## src/rtl/jk_seq_pkg.sv

```systemverilog
// Shared definitions for the JK flip-flop bank sequencer: command opcodes,
// FSM states and the opcode normalisation helper.
package jk_seq_pkg;

    localparam logic [2:0] OP_HOLD   = 3'd0;
    localparam logic [2:0] OP_LOAD   = 3'd1;
    localparam logic [2:0] OP_UP     = 3'd2;
    localparam logic [2:0] OP_DN     = 3'd3;
    localparam logic [2:0] OP_TOGGLE = 3'd4;

    typedef enum logic [1:0] {
        ST_IDLE = 2'd0,
        ST_RUN  = 2'd1,
        ST_DONE = 2'd2
    } state_t;

    // Unassigned opcodes (5-7) collapse onto HOLD so the datapath only sees legal values.
    function automatic logic [2:0] norm_op(input logic [2:0] op);
        return (op > OP_TOGGLE) ? OP_HOLD : op;
    endfunction

endpackage

```

## src/rtl/jk_excite.sv

```systemverilog
// Per-bit JK excitation: returns the j/k pair that moves each flip-flop from
// its present value q to the requested target on the next clock edge.
module jk_excite #(
    parameter int WIDTH = 4
) (
    input  logic [WIDTH-1:0] target,
    input  logic [WIDTH-1:0] q,
    output logic [WIDTH-1:0] j,
    output logic [WIDTH-1:0] k
);

    // Set only bits that must rise, reset only bits that must fall; equal bits hold.
    assign j = target & ~q;
    assign k = ~target & q;

endmodule

```

## src/rtl/jk_seq_driver.sv

```systemverilog
// Command sequencer driving the j/k inputs of a WIDTH-bit JK flip-flop bank.
// Optional feedback checker enabled by defining JK_SEQ_CHECK_EN.
module jk_seq_driver
    import jk_seq_pkg::*;
#(
    parameter int WIDTH = 4,
    parameter int LEN_W = 8
) (
    input  logic             clk,
    input  logic             rst,
    input  logic             cmd_valid,
    output logic             cmd_ready,
    input  logic [2:0]       cmd_op,
    input  logic [WIDTH-1:0] cmd_data,
    input  logic [LEN_W-1:0] cmd_len,
    input  logic [WIDTH-1:0] q_fb,
    output logic [WIDTH-1:0] j,
    output logic [WIDTH-1:0] k,
    output logic             busy,
    output logic             done,
    output logic             err
);

    state_t           state_q, state_d;
    logic [2:0]       op_q;
    logic [WIDTH-1:0] data_q;
    logic [LEN_W-1:0] rem_q;
    logic [WIDTH-1:0] target;
    logic [WIDTH-1:0] j_ex, k_ex;
    logic             accept;
    logic             cmd_is_load;
    logic             in_run;

    assign accept      = cmd_valid && (state_q == ST_IDLE);
    assign cmd_is_load = (norm_op(cmd_op) == OP_LOAD);
    assign in_run      = (state_q == ST_RUN);

    // NOTE: sequential state uses non-blocking (<=) so every register samples pre-edge values.
    always_ff @(posedge clk or posedge rst) begin
        if (rst) begin
            state_q <= ST_IDLE;
        end else begin
            state_q <= state_d;
        end
    end

    // NOTE: state_d gets a default before the case so no path leaves it unassigned (no latch).
    always_comb begin
        state_d = state_q;
        case (state_q)
            ST_IDLE: begin
                if (cmd_valid) begin
                    if (!cmd_is_load && (cmd_len == '0)) begin
                        state_d = ST_DONE;
                    end else begin
                        state_d = ST_RUN;
                    end
                end
            end
            ST_RUN: begin
                if (rem_q == LEN_W'(1)) begin
                    state_d = ST_DONE;
                end
            end
            ST_DONE: state_d = ST_IDLE;
            default: state_d = ST_IDLE;
        endcase
    end

    always_ff @(posedge clk or posedge rst) begin
        if (rst) begin
            op_q   <= OP_HOLD;
            data_q <= '0;
            rem_q  <= '0;
        end else if (accept) begin
            op_q   <= norm_op(cmd_op);
            data_q <= cmd_data;
            rem_q  <= cmd_is_load ? LEN_W'(1) : cmd_len;
        end else if (in_run) begin
            rem_q  <= rem_q - LEN_W'(1);
        end
    end

    // Target is formed straight from q_fb: the bank itself is the state register.
    always_comb begin
        target = q_fb;
        case (op_q)
            OP_LOAD:   target = data_q;
            OP_UP:     target = q_fb + WIDTH'(1);
            OP_DN:     target = q_fb - WIDTH'(1);
            OP_TOGGLE: target = q_fb ^ data_q;
            default:   target = q_fb;
        endcase
    end

    jk_excite #(
        .WIDTH (WIDTH)
    ) u_excite (
        .target (target),
        .q      (q_fb),
        .j      (j_ex),
        .k      (k_ex)
    );

    assign j         = in_run ? j_ex : '0;
    assign k         = in_run ? k_ex : '0;
    assign cmd_ready = (state_q == ST_IDLE);
    assign busy      = (state_q != ST_IDLE);
    assign done      = (state_q == ST_DONE);

`ifdef JK_SEQ_CHECK_EN
    logic [WIDTH-1:0] exp_q;
    logic             exp_vld_q;
    logic             err_q;

    // exp holds what the bank should show one edge after each RUN cycle.
    always_ff @(posedge clk or posedge rst) begin
        if (rst) begin
            exp_q     <= '0;
            exp_vld_q <= 1'b0;
            err_q     <= 1'b0;
        end else begin
            exp_vld_q <= in_run;
            if (in_run) begin
                exp_q <= target;
            end
            if (exp_vld_q && (q_fb != exp_q)) begin
                err_q <= 1'b1;
            end
        end
    end

    assign err = err_q;
`else
    assign err = 1'b0;
`endif

endmodule
```

## config.mk

```make
export PLATFORM = sky130hd
export DESIGN_NAME = jk_seq_driver
export DESIGN_NICKNAME = d
export VERILOG_FILES = /design/src/rtl/jk_seq_pkg.sv /design/src/rtl/jk_excite.sv /design/src/rtl/jk_seq_driver.sv
export SDC_FILE = /design/constraint.sdc
export NUM_CORES = 1
export LEC_CHECK = 0
export BUFFER_PORTS_ARGS = -buffer_cell sky130_fd_sc_hd__buf_2
export CAP_MARGIN = 5
export CORE_UTILIZATION = 25
export DETAILED_ROUTE_END_ITERATION = 10
export GPL_TIMING_DRIVEN = 0
export SETUP_SLACK_MARGIN = 0.3
export SLEW_MARGIN = 20
export SYNTH_ARGS = -nofsm -noshare
export SYNTH_HDL_FRONTEND = slang
export SYNTH_SLANG_ARGS = --single-unit
```

## constraint.sdc

```tcl
create_clock -name clk -period 2.43 [get_ports clk]
set_input_delay 0.6075 -clock clk [delete_from_list [all_inputs] [get_ports clk]]
set_output_delay 0.6075 -clock clk [all_outputs]
set_load 0.01 [all_outputs]
```

# After elaboration in Yosys (flattened, before gate mapping)
# Cells that the tools add are included.
word_totals:
  reg_bits: 17
  latch_bits: 0
  ram_bits: 0
  mem_bits_ro: 0
  out_inout_bits: 12
  elab_cells: 42
  memories: 0
op_classes:
  n_addsub: 3
  multipliers: 0
  div_mod_pow: 0
  order_cmp: 1
  eq_ne: 10
  shifts: 0
  n_mux: 11
  bitwise: 5
  reduce_logical: 8
op_table:
  columns: ["operator", "count"]
  rows:
  - ["$mux W8", 3]
  - ["$pmux W4 S4", 1]
  - ["$and A4 B4 Y4", 2]
  - ["$eq A8 B1 Y1 const B", 1]
  - ["$logic_not A8 Y1", 1]
  - ["$mux W4", 2]
  - ["$not A4 Y4", 2]
  - ["$sub A8 B1 Y8 const B", 1]
  - ["$eq A3 B1 Y1 const B", 2]
  - ["$eq A3 B2 Y1 const B", 2]
  - ["$mux W2", 3]
  - ["$add A4 B1 Y4 const B", 1]
  - ["$pmux W2 S2", 1]
  - ["$reduce_bool A2 Y1", 2]
  - ["$sub A4 B1 Y4 const B", 1]
  - ["$xor A4 B4 Y4", 1]
  - ["$eq A3 B3 Y1 const B", 1]
  - ["$gt A3 B3 Y1 const B", 1]
  - ["$mux W3", 1]
  - ["$eq A2 B1 Y1 const B", 1]
  - ["$eq A2 B2 Y1 const B", 1]
  - ["$logic_and A1 B1 Y1", 2]
  - ["$logic_not A2 Y1", 1]
  - ["$ne A2 B1 Y1 const B", 1]
  - ["3 further kinds", 3]

# Longest topological paths before layout
# Gate-level depths: netlist of the first run.
logic_depth:
  depth_word: 8
  depth_mapped: 9

# Cells and area by module
# A second synthesis of the first run with hierarchy kept.
unflattened:
  cells_unflattened: 158
  hier_area_um2: 1395.1
modules_own_cells:
  columns: ["mod", "n_inst", "cells_per_inst", "area_per_inst_um2", "seq_area_each_um2"]
  rows:
  - ["jk_seq_driver", 1, 150, 1325.0, 425.4]
  - ["jk_excite", 1, 8, 70.1, 0.0]

# Least setup slack after synthesis of the first run
# No wires, ideal clock.
synth_path:
  path_kind: "in2out"
  startpoint: "in q_fb[1]"
  endpoint: "out j[2]"
  arrival_time_ps: 1774
  setup_slack_ps: 48
  stages: 8
  cell_sequence: "buf_2 > xnor2_1 > ha_1 > nor2_1 > mux2i_1 > xnor2_1 > o31ai_2 > nor3_1"
synth_via:
  elab_chain_len: 4
synth_rtl:
  columns: ["item", "line", "source"]
  rows:
  - ["start, declared", "jk_seq_driver.sv:16", "input logic [WIDTH-1:0] q_fb,"]
  - ["$sub A4 B1 Y4 / $add A4 B1 Y4 (equally long branches)", "jk_seq_driver.sv:90, jk_seq_driver.sv:89", null]
  - ["$pmux W4 S4 *", "jk_seq_driver.sv:87", "case (op_q)"]
  - ["$and A4 B4 Y4 *", "jk_excite.sv:13", "assign j = target & ~q;"]
  - ["$mux W4 *", "jk_seq_driver.sv:105", "assign j = in_run ? j_ex : '0;"]
  - ["end, declared", "jk_seq_driver.sv:17", "output logic [WIDTH-1:0] j,"]
# Mark *: on every way between the ends. The rest lies on a longest branch, timed or not.

# Worst setup path in the final report of the first run
layout_path:
  startpoint: "reg op_q[2]"
  endpoint: "out k[2]"
layout_via:
  elab_chain_len: 5
layout_rtl:
  columns: ["item", "line", "source"]
  rows:
  - ["start, declared", "jk_seq_driver.sv:25", "logic [2:0] op_q;"]
  - ["start signal, assigned", "jk_seq_driver.sv:76", "op_q <= norm_op(cmd_op);"]
  - ["$eq A3 B3 Y1, or another cell as far along", "jk_seq_driver.sv:87", null]
  - ["$pmux W4 S4 *", "jk_seq_driver.sv:87", null]
  - ["$not A4 Y4 *", "jk_excite.sv:14", "assign k = ~target & q;"]
  - ["$and A4 B4 Y4 *", "jk_excite.sv:14", null]
  - ["$mux W4 *", "jk_seq_driver.sv:106", "assign k = in_run ? k_ex : '0;"]
  - ["end, declared", "jk_seq_driver.sv:18", "output logic [WIDTH-1:0] k,"]
# Marked as above.

==> impl_metrics.toml, run 1 <==
[die]
die-area_um2 = 5380
fp.dieH_um = 73.3
io_pins = 34
core_region_area_um2 = 4820
rows = 25
start_util_pct = 26.4
die_x_um = 73.3

[sta]
worstMarginPinSlew_ns = 0.650
fin_crit_sh_pct = 109
skew_ns = 0.00314
max-slew-margin-rel_pct = 56.6
slew_violations = 0
max_freq_mhz = 377
hold_violations = 0
setup_viol = 6
fin_ws_ns = -0.225
rsz0062_at_grt = "yes"
post-route-min-period_ns = 2.66

[clocking]
numCtsBuffers = 3
insertion_delay_ns = 0.26
cts.sinks = 17
cts.path.max_buffers = 2
clk_pin_slew_ns = 0.07
cts_root_buf = "clkbuf_8"
cts_tree = "built"
htreeDepth = 1

[final_layout]
n_fill_cell = 534
stdcell_area_um2 = 1740
multiInputGateArea_um2 = 832
layout.area.seq_um2 = 425
antenna_cells = 0
nets = 231
syn2layout_area_growth_pct = 36.8
drive_gt1_share_pct = 32.7
fin_cells = 272

[min_path]
hold_class = "in -> async"

[worst_setup_path]
crit_family = "flip-flops"
crit_path_end_kind = "output port"
critPathMaxFanout = 2
cp_num_buf_inv = 2
crit_slowest_cell = "dfrtp_1"
critical_path_arrival_ns = 2.05
path_cells = "buf_6, nand3b_4, xnor2_2, ha_4, nor2_2, mux2i_1, xnor2_1, o31ai_2, and3_1, buf_2"
required_ns = 1.82
critical_path.max_stage_delay_ns = 0.39
start_kind = "register"
worstSetupPathType = "reg -> out"

[drt]
drt_iter0_markers = 63
dr_wl_met3_um = 129
dr_wl_met2_um = 1630
drtAntennaViolNets = 0
wl_um = 3410
drc = 0
vias_per_cell = 4.68
firstDrtPassIters = 7
drt-met1-wl_um = 1580
vias = 1274
routedWlPerCell_um = 12.6
highest_layer = "met4"

[placed_design]
place_congestion = 0.869
place_area_um2 = 1540
io_buffers = 31
dp.cells = 259
hpwl_um = 2490

[power]
internal-power_mw = 1.07
p_comb_share_pct = 59.9
power.switching_uw = 793
p_leak_nw = 0.789
switching_share_pct = 42.5
pwr-share-clk_pct = 12.0
peakVddDrop_v = 0.000225
seqPwrFrac_pct = 28.1
p_per_area_nw_per_um2 = 1070

[synth]
syn-num-nets = 186
syn_area_um2 = 1270
yosys.cell_types.count = 44
avgSynthCellArea_um2 = 7.90
synth_warnings = 0
synth-seq-area-share_pct = 33.4
netlist_instances = 161
ys_ff_latch = 17

[global_routing]
grt_pass1_wl_um = 5440
grt_max_degree = 18
overflow = 0
antenna_found_initial = 0
grt_pass1_vias = 1187
track_usage_pct = 13.4

[status]
violations = "setup timing"
status = "complete, but fails checks"

[flow_run]
drv_cap = 0
## path summary, 6_finish.rpt
check | cells after the start | slack (ns) | to | from
min in group clk | 1 | 0.50 | rem_q[4]$_DFFE_PP0P_ | rem_q[4]$_DFFE_PP0P_
max in group asynchronous | 2 | 1.59 | state_q[1]$_DFFE_PP0P_ | rst
hold / removal | 2 | 0.42 | rem_q[2]$_DFFE_PP0P_ | rst
hold reg to reg | 1 | 0.50 | rem_q[4]$_DFFE_PP0P_ | rem_q[4]$_DFFE_PP0P_
setup / recovery | 10 | -0.23 | k[2] | op_q[2]$_DFFE_PP0P_
setup reg to reg | 6 | 0.86 | rem_q[4]$_DFFE_PP0P_ | state_q[0]$_DFFE_PP0P_
## metal layers
layer / track usage (%) / vias to the layer above
li1: - / 654
met4: 7.05 / 0
met5: 0 / -
met3: 2.06 / 5
met1: 17.1 / 591
met2: 22.0 / 24
## stage by stage
stage / hold slack [ns] / TNS, ns / setup slack [ns] / total power [mW] / util [%]
after detailed placement: 0.494 / -0.0180 / -0.0180 / 1.45 / 32.0
after CTS: 0.456 / -0.790 / -0.282 / 1.75 / 34.2
after floorplan: 0.461 / 0 / 0.101 / 1.20 / -
after global routing: 0.490 / -1.49 / -0.420 / 2.01 / 36.1
after global placement: 0.489 / -0.00994 / -0.00994 / 1.43 / 32.0
final: 0.423 / -0.675 / -0.225 / 1.87 / 36.1
## sequential cells by signal, summed over array words and instances, names as in the netlist
name	cells
rem_q	8
data_q	4
op_q	3
state_q	2
## cells in the mapped netlist (all sizes together)
cell type	count	area, um^2
inv	7	26.3
nor2b	3	18.8
a311oi	1	8.76
buf	5	42.5
clkbuf	3	12.5
conb	1	3.75
nand2	28	105
nor3	11	60.1
or3	2	12.5
nand3	3	15.0
nor3b	2	20.0
o2111a	1	11.3
nand3b	3	35.0
xnor2	4	35.0
a211oi	2	15.0
o311ai	1	8.76
nand2b	5	38.8
a221oi	1	8.76
o211ai	3	22.5
o21a	2	15.0
mux2i	2	20.0
o31ai	1	12.5
o22ai	1	6.26
o22a	1	8.76
nor4b	1	8.76
xor2	1	8.76
ha	3	37.5
a21oi	9	45.0
nor4	2	12.5
nor2	15	56.3
o21ai	14	70.1
and3	3	18.8
and4b	1	11.3
dfrtp	17	425
a211o	1	8.76
or2	1	6.26
## logic make-up after synthesis
family                     count (synthesis)  synth area share, %
and+or+nand+nor                           80                 32.9
AOI/OAI and AO/OA                         38                 19.0
DFF                                       17                 33.4
buffers and inverters                     15                 6.39
xor gates and xnor gates                   5                 3.44
adders and majority gates                  3                 2.95
muxes                                      2                 1.57
other                                      1                0.295
## cells in the final DEF, fill, tap and decap left out, drive strengths merged
cell,count
nor4b,1
clkinv,1
a311oi,1
o2111a,1
o311ai,1
buf,44
o21ai,14
o31ai,1
clkbuf,7
nor2,15
nor4,2
nand3,3
a211o,1
and4b,1
xnor2,4
o22ai,1
nand3b,3
a221oi,1
conb,1
dfrtp,17
nand2,28
nor3,11
o211ai,3
and3,3
nor3b,2
inv,7
mux2i,2
or3,2
o22a,1
a21oi,9
xor2,1
a211oi,2
ha,3
nor2b,3
nand2b,5
o21a,2
or2,1
## power groups by stage
stage	logic [mW]	registers [mW]	clock network [mW]
6_report	1.12	0.525	0.223
4_1_cts	1.00	0.525	0.228
5_1_grt	1.23	0.548	0.236
3_5_place_dp	0.916	0.532	0
2_1_floorplan	0.698	0.504	0
3_3_place_gp	0.903	0.530	0
## repair_timing
action | CTS | global route
endpoints found under the setup margin | 8 | 8
endpoints found under the hold margin | 0 | 0
setup buffers | 3 | 5
pin swaps | 12 | 9
hold buffers | 0 | 0
gates resized for setup | 10 | 8
cloned | 0 | 1
## final cells by class
cell class / count / area share [%]
inverter: 7 / 1.51
sequential: 17 / 24.4
clock inverter: 1 / 0.288
buffer: 8 / 3.74
tap: 67 / 4.82
clock buffer: 3 / 2.37
multi-input combinational: 129 / 47.8
timing repair buffer: 40 / 15.0
## worst reg2reg max path, cell delays in order, from the launching register on
cell      delay, ns
dfrtp_1        0.45
nor2b_1        0.16
clkbuf_2       0.22
nand2_1        0.13
nor3_1         0.23
nor3_1         0.07
a211oi_1       0.22
(Power assumes the default switching activity.)
==> run 2: changes to the inputs <==
--- a/config.mk
+++ b/config.mk
@@ -10,6 +10,7 @@
 export CORE_UTILIZATION = 25
 export DETAILED_ROUTE_END_ITERATION = 10
 export GPL_TIMING_DRIVEN = 0
+export RECOVER_POWER = 100
 export SETUP_SLACK_MARGIN = 0.3
 export SLEW_MARGIN = 20
 export SYNTH_ARGS = -nofsm -noshare
==> run 2 against run 1 <==
The flow still finishes with violations (setup timing). Clock-buffer cell count unchanged. Via count shrank 0.16%. Global-route usage stayed put. Hold slack got worse by 0.00065 ns. Cell count unchanged. First-iteration DRC count unchanged. Critical endpoint unchanged.
==> impl_metrics.toml, run 2 (synthesis results as in run 1) <==
[drt]
wl_um = 3400
firstDrtPassIters = 6
drtAntennaViolNets = 0
drc = 0
routedWlPerCell_um = 12.5
drt_iter0_markers = 63
vias_per_cell = 4.68
vias = 1272

[global_routing]
track_usage_pct = 13.4
met3_usage_pct = 2.06
overflow = 0
grt_max_degree = 18
grt_pass1_vias = 1187
antenna_found_initial = 0
use_met1_pct = 17.1
top_usage_layer = "met2"
grt_pass1_wl_um = 5440
met2_usage_pct = 22.0

[final_layout]
syn2layout_area_growth_pct = 36.0
n_fill_cell = 535
layout.area.seq_um2 = 425
final_util_pct = 35.9
multiInputGateArea_um2 = 827
top_regs = "rem_q x8, data_q x4, op_q x3"
drive_gt1_share_pct = 30.2
largest_register_ffs = 8
final_cell_mix = "28 x nand2_1, 26 x buf_2, 17 x dfrtp_1"
nets = 231
final_common_cell = "nand2_1"
antenna_cells = 0
largest-register = "rem_q"

[worst_setup_path]
reg2reg_from = "state_q[0]$_DFFE_PP0P_"
path_cells = "buf_6, nand3b_4, xnor2_2, ha_4, nor2_2, mux2i_1, xnor2_1, o31ai_2, and3_1, buf_2"
crit_family = "flip-flops"
worstSetupPathType = "reg -> out"
start_kind = "register"
regToRegEndpoint = "rem_q[2]$_DFFE_PP0P_"
crit_path_end_kind = "output port"
rrSetupSlack_ns = 0.68
critical_path.max_stage_delay_ns = 0.39
cp-endpoint = "k[2]"
critPathMaxFanout = 2
crit_slowest_cell = "dfrtp_1"
required_ns = 1.82
reg2reg_depth = 4
cp-startpoint = "op_q[2]$_DFFE_PP0P_"
cp_num_buf_inv = 2
cp_num_cells = 10
critical_path_arrival_ns = 2.05

[sta]
max-slew-margin-rel_pct = 56.7
max_freq_mhz = 376
fin_crit_sh_pct = 109
slew_violations = 0
skew_ns = 0.00362
setup_viol = 6
post-route-min-period_ns = 2.66
fin_hold_ws_ns = 0.422
worstMarginPinSlew_ns = 0.649
rsz0062_at_grt = "yes"
fin_ws_ns = -0.228
hold_violations = 0

[placed_design]
dp_slack_ns = -0.0180
hpwl_um = 2490
place_congestion = 0.869
io_buffers = 31

[clocking]
cts_tree = "built"
cts_root_buf = "clkbuf_8"
clk_pin_slew_ns = 0.07
insertion_delay_ns = 0.26
postCtsHoldBufs = 0
htreeDepth = 1
cts.sinks = 17
cts.path.max_buffers = 2
numCtsBuffers = 3

[power]
peakVddDrop_v = 0.000226
total_power_mw = 1.86
p_leak_nw = 0.774
p_per_area_nw_per_um2 = 1070

[die]
io_pins = 34
start_util_pct = 26.4
die_x_um = 73.3
rows = 25
core_region_area_um2 = 4820
die-area_um2 = 5380
fp.dieH_um = 73.3

[status]
violations = "setup timing"
status = "complete, but fails checks"

[flow_run]
drv_cap = 0

[min_path]
hold_class = "in -> async"
==> run 2: metal layers <==
metal	routed length, um	share of wire (%)	vias to the layer above
met1	1570	46	587
met2	1610	47	26
li1	-	-	654
met5	0	0	-
met4	74	2.2	0
met3	154	4.5	5
==> run 2: layout make-up <==
| class | count | share of cell area, % |
|---|---|---|
| clock buffers | 3 | 2.39 |
| repair buffers | 40 | 14.8 |
| multi-input cells | 129 | 47.8 |
| well taps | 67 | 4.84 |
| inverters | 7 | 1.52 |
| plain buffers | 8 | 3.76 |
| flip-flops and latches | 17 | 24.6 |
| clock inverters | 1 | 0.289 |
==> run 2: where the power goes <==
part / switching [mW] / leakage (nW) / internal (mW) / total (mW)
sequential: 0.109 / 0.208 / 0.414 / 0.524
clock: 0.109 / 0.0255 / 0.114 / 0.223
combinational: 0.572 / 0.540 / 0.538 / 1.11
==> run 2: what timing repair did <==
action | 4_1_cts | 5_1_grt
endpoints found under the setup margin | 8 | 8
resized for setup | 10 | 8
setup buffers | 3 | 5
gates cloned | 0 | 1
pin swaps | 12 | 9
==> run 2: worst register-to-register path, stage by stage, from the launching register on <==
cell and delay, ns:
dfrtp_1 0.44, nor3b_1 0.54, nor2_1 0.19, or3_1 0.37, a21oi_1 0.15
==> run 2: how the worst min path moves through the flow <==
stage,from,end,slack [ns],cells past startpoint
floorplan,rem_q[4]$_DFFE_PP0P_,rem_q[4]$_DFFE_PP0P_,0.46,1
global placement,data_q[2]$_DFFE_PP0P_,data_q[2]$_DFFE_PP0P_,0.49,2
detailed placement,rem_q[4]$_DFFE_PP0P_,rem_q[4]$_DFFE_PP0P_,0.49,1
CTS,rst,rem_q[7]$_DFFE_PP0P_,0.46,2
global route,rst,rem_q[2]$_DFFE_PP0P_,0.49,2
finish,rst,rem_q[2]$_DFFE_PP0P_,0.42,2
==> run 2: stage by stage <==
stage / cells / cell area [um^2] / setup TNS, ns
after global placement: 259 / 1540 / -0.00994
after global routing: 272 / 1730 / -1.49
final: 272 / 1730 / -0.670
after floorplan: 161 / 1300 / 0
after detailed placement: 259 / 1540 / -0.0180
after CTS: 266 / 1650 / -0.790
==> run 3: changes to the inputs <==
--- a/config.mk
+++ b/config.mk
@@ -15,4 +15,5 @@
 export SLEW_MARGIN = 20
 export SYNTH_ARGS = -nofsm -noshare
 export SYNTH_HDL_FRONTEND = slang
+export SYNTH_HIERARCHICAL = 1
 export SYNTH_SLANG_ARGS = --single-unit
==> constraint.sdc (replaced) <==
create_clock -name clk -period 2.43 [get_ports clk]
set_input_delay 0.486 -clock clk [delete_from_list [all_inputs] [get_ports clk]]
set_output_delay 0.486 -clock clk [all_outputs]
set_load 0.01 [all_outputs]
==> run 3 against run 2 <==
Sequential share of layout area shrank 1.1 points. Design area up 5.2%. Largest power group unchanged. Largest cell class unchanged. First-iteration DRC count decreased by 44%. Highest routed layer unchanged. The run still ends with setup timing left.
==> impl_metrics.toml, run 3 <==
[synth]
synth-seq-area-share_pct = 30.5
avgSynthCellArea_um2 = 8.83
netlist_instances = 158
yosys.cell_types.count = 48
synthTopCellsByCount = "17 x dfrtp_1, 12 x inv_1, 11 x and2_1"
synthTopCellsByArea = "dfrtp_1 30%, and2b_2 5.0%, and2_1 4.9%"
ys_async_sr_fraction_pct = 100
synth_warnings = 6
synthFlopType = "dfrtp_1"
syn-num-nets = 184
yosys.cell_count.top_type = "dfrtp_1"
synth_top_area_share_pct = 30.5
synth_top_area_cell = "dfrtp_1"
synth_edf_count = 0
syn_area_um2 = 1400
ys_ff_latch = 17

[sta]
skew_ns = 0.00384
fin_hold_ws_ns = 0.306
post-route-min-period_ns = 2.83
max_freq_mhz = 353
slew_violations = 0
rsz0062_at_grt = "yes"
setup_viol = 6
fin_ws_ns = -0.403
hold_violations = 0
max-slew-margin-rel_pct = 57.1
totalNegativeSetupSlack_ns = -2.15
fin_crit_sh_pct = 117
worstMarginPinSlew_ns = 0.643

[final_layout]
drive_gt1_share_pct = 36.7
final_cell_mix = "24 x buf_2, 16 x dfrtp_1, 12 x inv_1"
final_common_cell = "buf_2"
multiInputGateArea_um2 = 910
stdcell_area_um2 = 1820
antenna_cells = 0
final_util_pct = 34.8
largest_register_ffs = 8
n_fill_cell = 571
nets = 226
fin_cells = 269
top_regs = "rem_q x8, data_q x4, op_q x3"
layout.area.seq_um2 = 427
syn2layout_area_growth_pct = 30.5
largest-register = "rem_q"

[drt]
firstDrtPassIters = 4
drtAntennaViolNets = 0
vias_per_cell = 4.70
drt_iter0_markers = 35
vias = 1264
wl_um = 3380
drc = 0
routedWlPerCell_um = 12.6

[placed_design]
io_buffers = 32
hpwl_um = 2520
place_congestion = 0.814
place_area_um2 = 1680
dp.cells = 260

[global_routing]
antenna_found_initial = 0
grt_pass1_wl_um = 5450
grt_pass1_vias = 1233
track_usage_pct = 11.3
grt_max_degree = 18
overflow = 0

[worst_setup_path]
rrSetupSlack_ns = 0.75
worstSetupPathType = "reg -> out"
required_ns = 1.94
critPathMaxFanout = 3
reg2reg_from = "state_q[0]$_DFFE_PP0P_"
critical_path_arrival_ns = 2.35
reg2reg_depth = 5
crit_path_end_kind = "output port"
regToRegEndpoint = "op_q[1]$_DFFE_PP0P_"
start_kind = "register"

[die]
die_x_um = 76.7
rows = 26
io_pins = 34
core_region_area_um2 = 5240
die-area_um2 = 5880
fp.dieH_um = 76.7
start_util_pct = 26.6

[clocking]
cts_root_buf = "clkbuf_8"
htreeDepth = 1
postCtsHoldBufs = 0
cts.path.max_buffers = 2
clk_pin_slew_ns = 0.07
cts.sinks = 17
insertion_delay_ns = 0.25
numCtsBuffers = 3
cts_tree = "built"

[power]
peakVddDrop_v = 0.000272
p_leak_nw = 0.811
p_per_area_nw_per_um2 = 1200

[status]
status = "complete, but fails checks"
violations = "setup timing"

[flow_run]
drv_cap = 0

[min_path]
hold_class = "in -> async"
-- run 3: cell types whose count changed after synthesis, moves of 8 or more --
cell / previous run / this run
o21ai_0: 13 / 0
and2b_2: 0 / 8
and2_1: 0 / 11
nand2_1: 28 / 9
-- run 3: per-layer routing --
layer / vias up / global-route usage [%] / part of all wire [%]
met5: - / 0 / 0
met2: 15 / 19.6 / 50
li1: 642 / - / -
met3: 4 / 1.31 / 2.4
met1: 603 / 14.7 / 47
met4: 0 / 2.88 / 1.0
-- run 3: stage by stage --
stage / total power [mW] / setup slack (ns)
2_1_floorplan: 1.53 / 0.0367
3_3_place_gp: 1.81 / -0.211
3_5_place_dp: 1.83 / -0.206
4_1_cts: 2.16 / -0.409
5_1_grt: 2.37 / -0.538
6_report: 2.19 / -0.403
-- run 3: worst max-delay path by stage --
stage               slack, ns   end           startpoint  cells past startpoint
finish                  -0.40  k[3]  op_q[2]$_DFFE_PP0P_                     11
global route            -0.54  j[3]  op_q[2]$_DFFE_PP0P_                     12
CTS                     -0.41  k[3]  op_q[2]$_DFFE_PP0P_                     11
detailed placement      -0.21  k[3]  op_q[1]$_DFFE_PP0P_                     10
global placement        -0.21  k[3]  op_q[1]$_DFFE_PP0P_                     10
floorplan                0.04  k[3]  op_q[2]$_DFFE_PP0P_                     10
-- run 3: repair_timing --
action | 4_1_cts | 5_1_grt
setup buffers | 5 | 0
pin swaps | 5 | 3
resized for setup | 10 | 7
endpoints found under the setup margin | 8 | 8
-- run 3: logic make-up (layout without fill, tap and decap cells) --
kind of cell,count (synthesis),after routing,share of synthesized area [%]
adders and majority gates,4,4,3.59
DFF,17,17,30.5
muxes,5,5,3.77
and+or+nand+nor,65,65,28.7
buffers and inverters,21,62,7.44
AOI/OAI and AO/OA,36,36,20.1
other,1,1,0.269
xor gates and xnor gates,9,9,5.65
-- run 3: critical path, cell delays in order, from the launching register on --
cell and delay, ns:
dfrtp_1 0.38, buf_6 0.12, nor2b_4 0.10, and2_4 0.16
ha_4 0.20, o21a_1 0.11, o21a_1 0.18, o311ai_2 0.20
and3_1 0.19, and2b_2 0.21, and2_4 0.13, buf_6 0.11
-- run 3: area by class of cell --
cell class	instances	share of cell area (%)
plain buffers	9	4.40
clock buffers	3	2.27
clock inverters	1	0.275
inverters	12	2.47
multi-input cells	120	50.0
flip-flops and latches	17	23.4
well taps	70	4.81
repair buffers	37	12.4
-- run 3: report_power, final --
part           leakage (nW)  internal [mW]  switching (mW)
Combinational         0.579          0.760           0.665
Sequential            0.207          0.422           0.124
Clock                0.0255          0.114           0.102
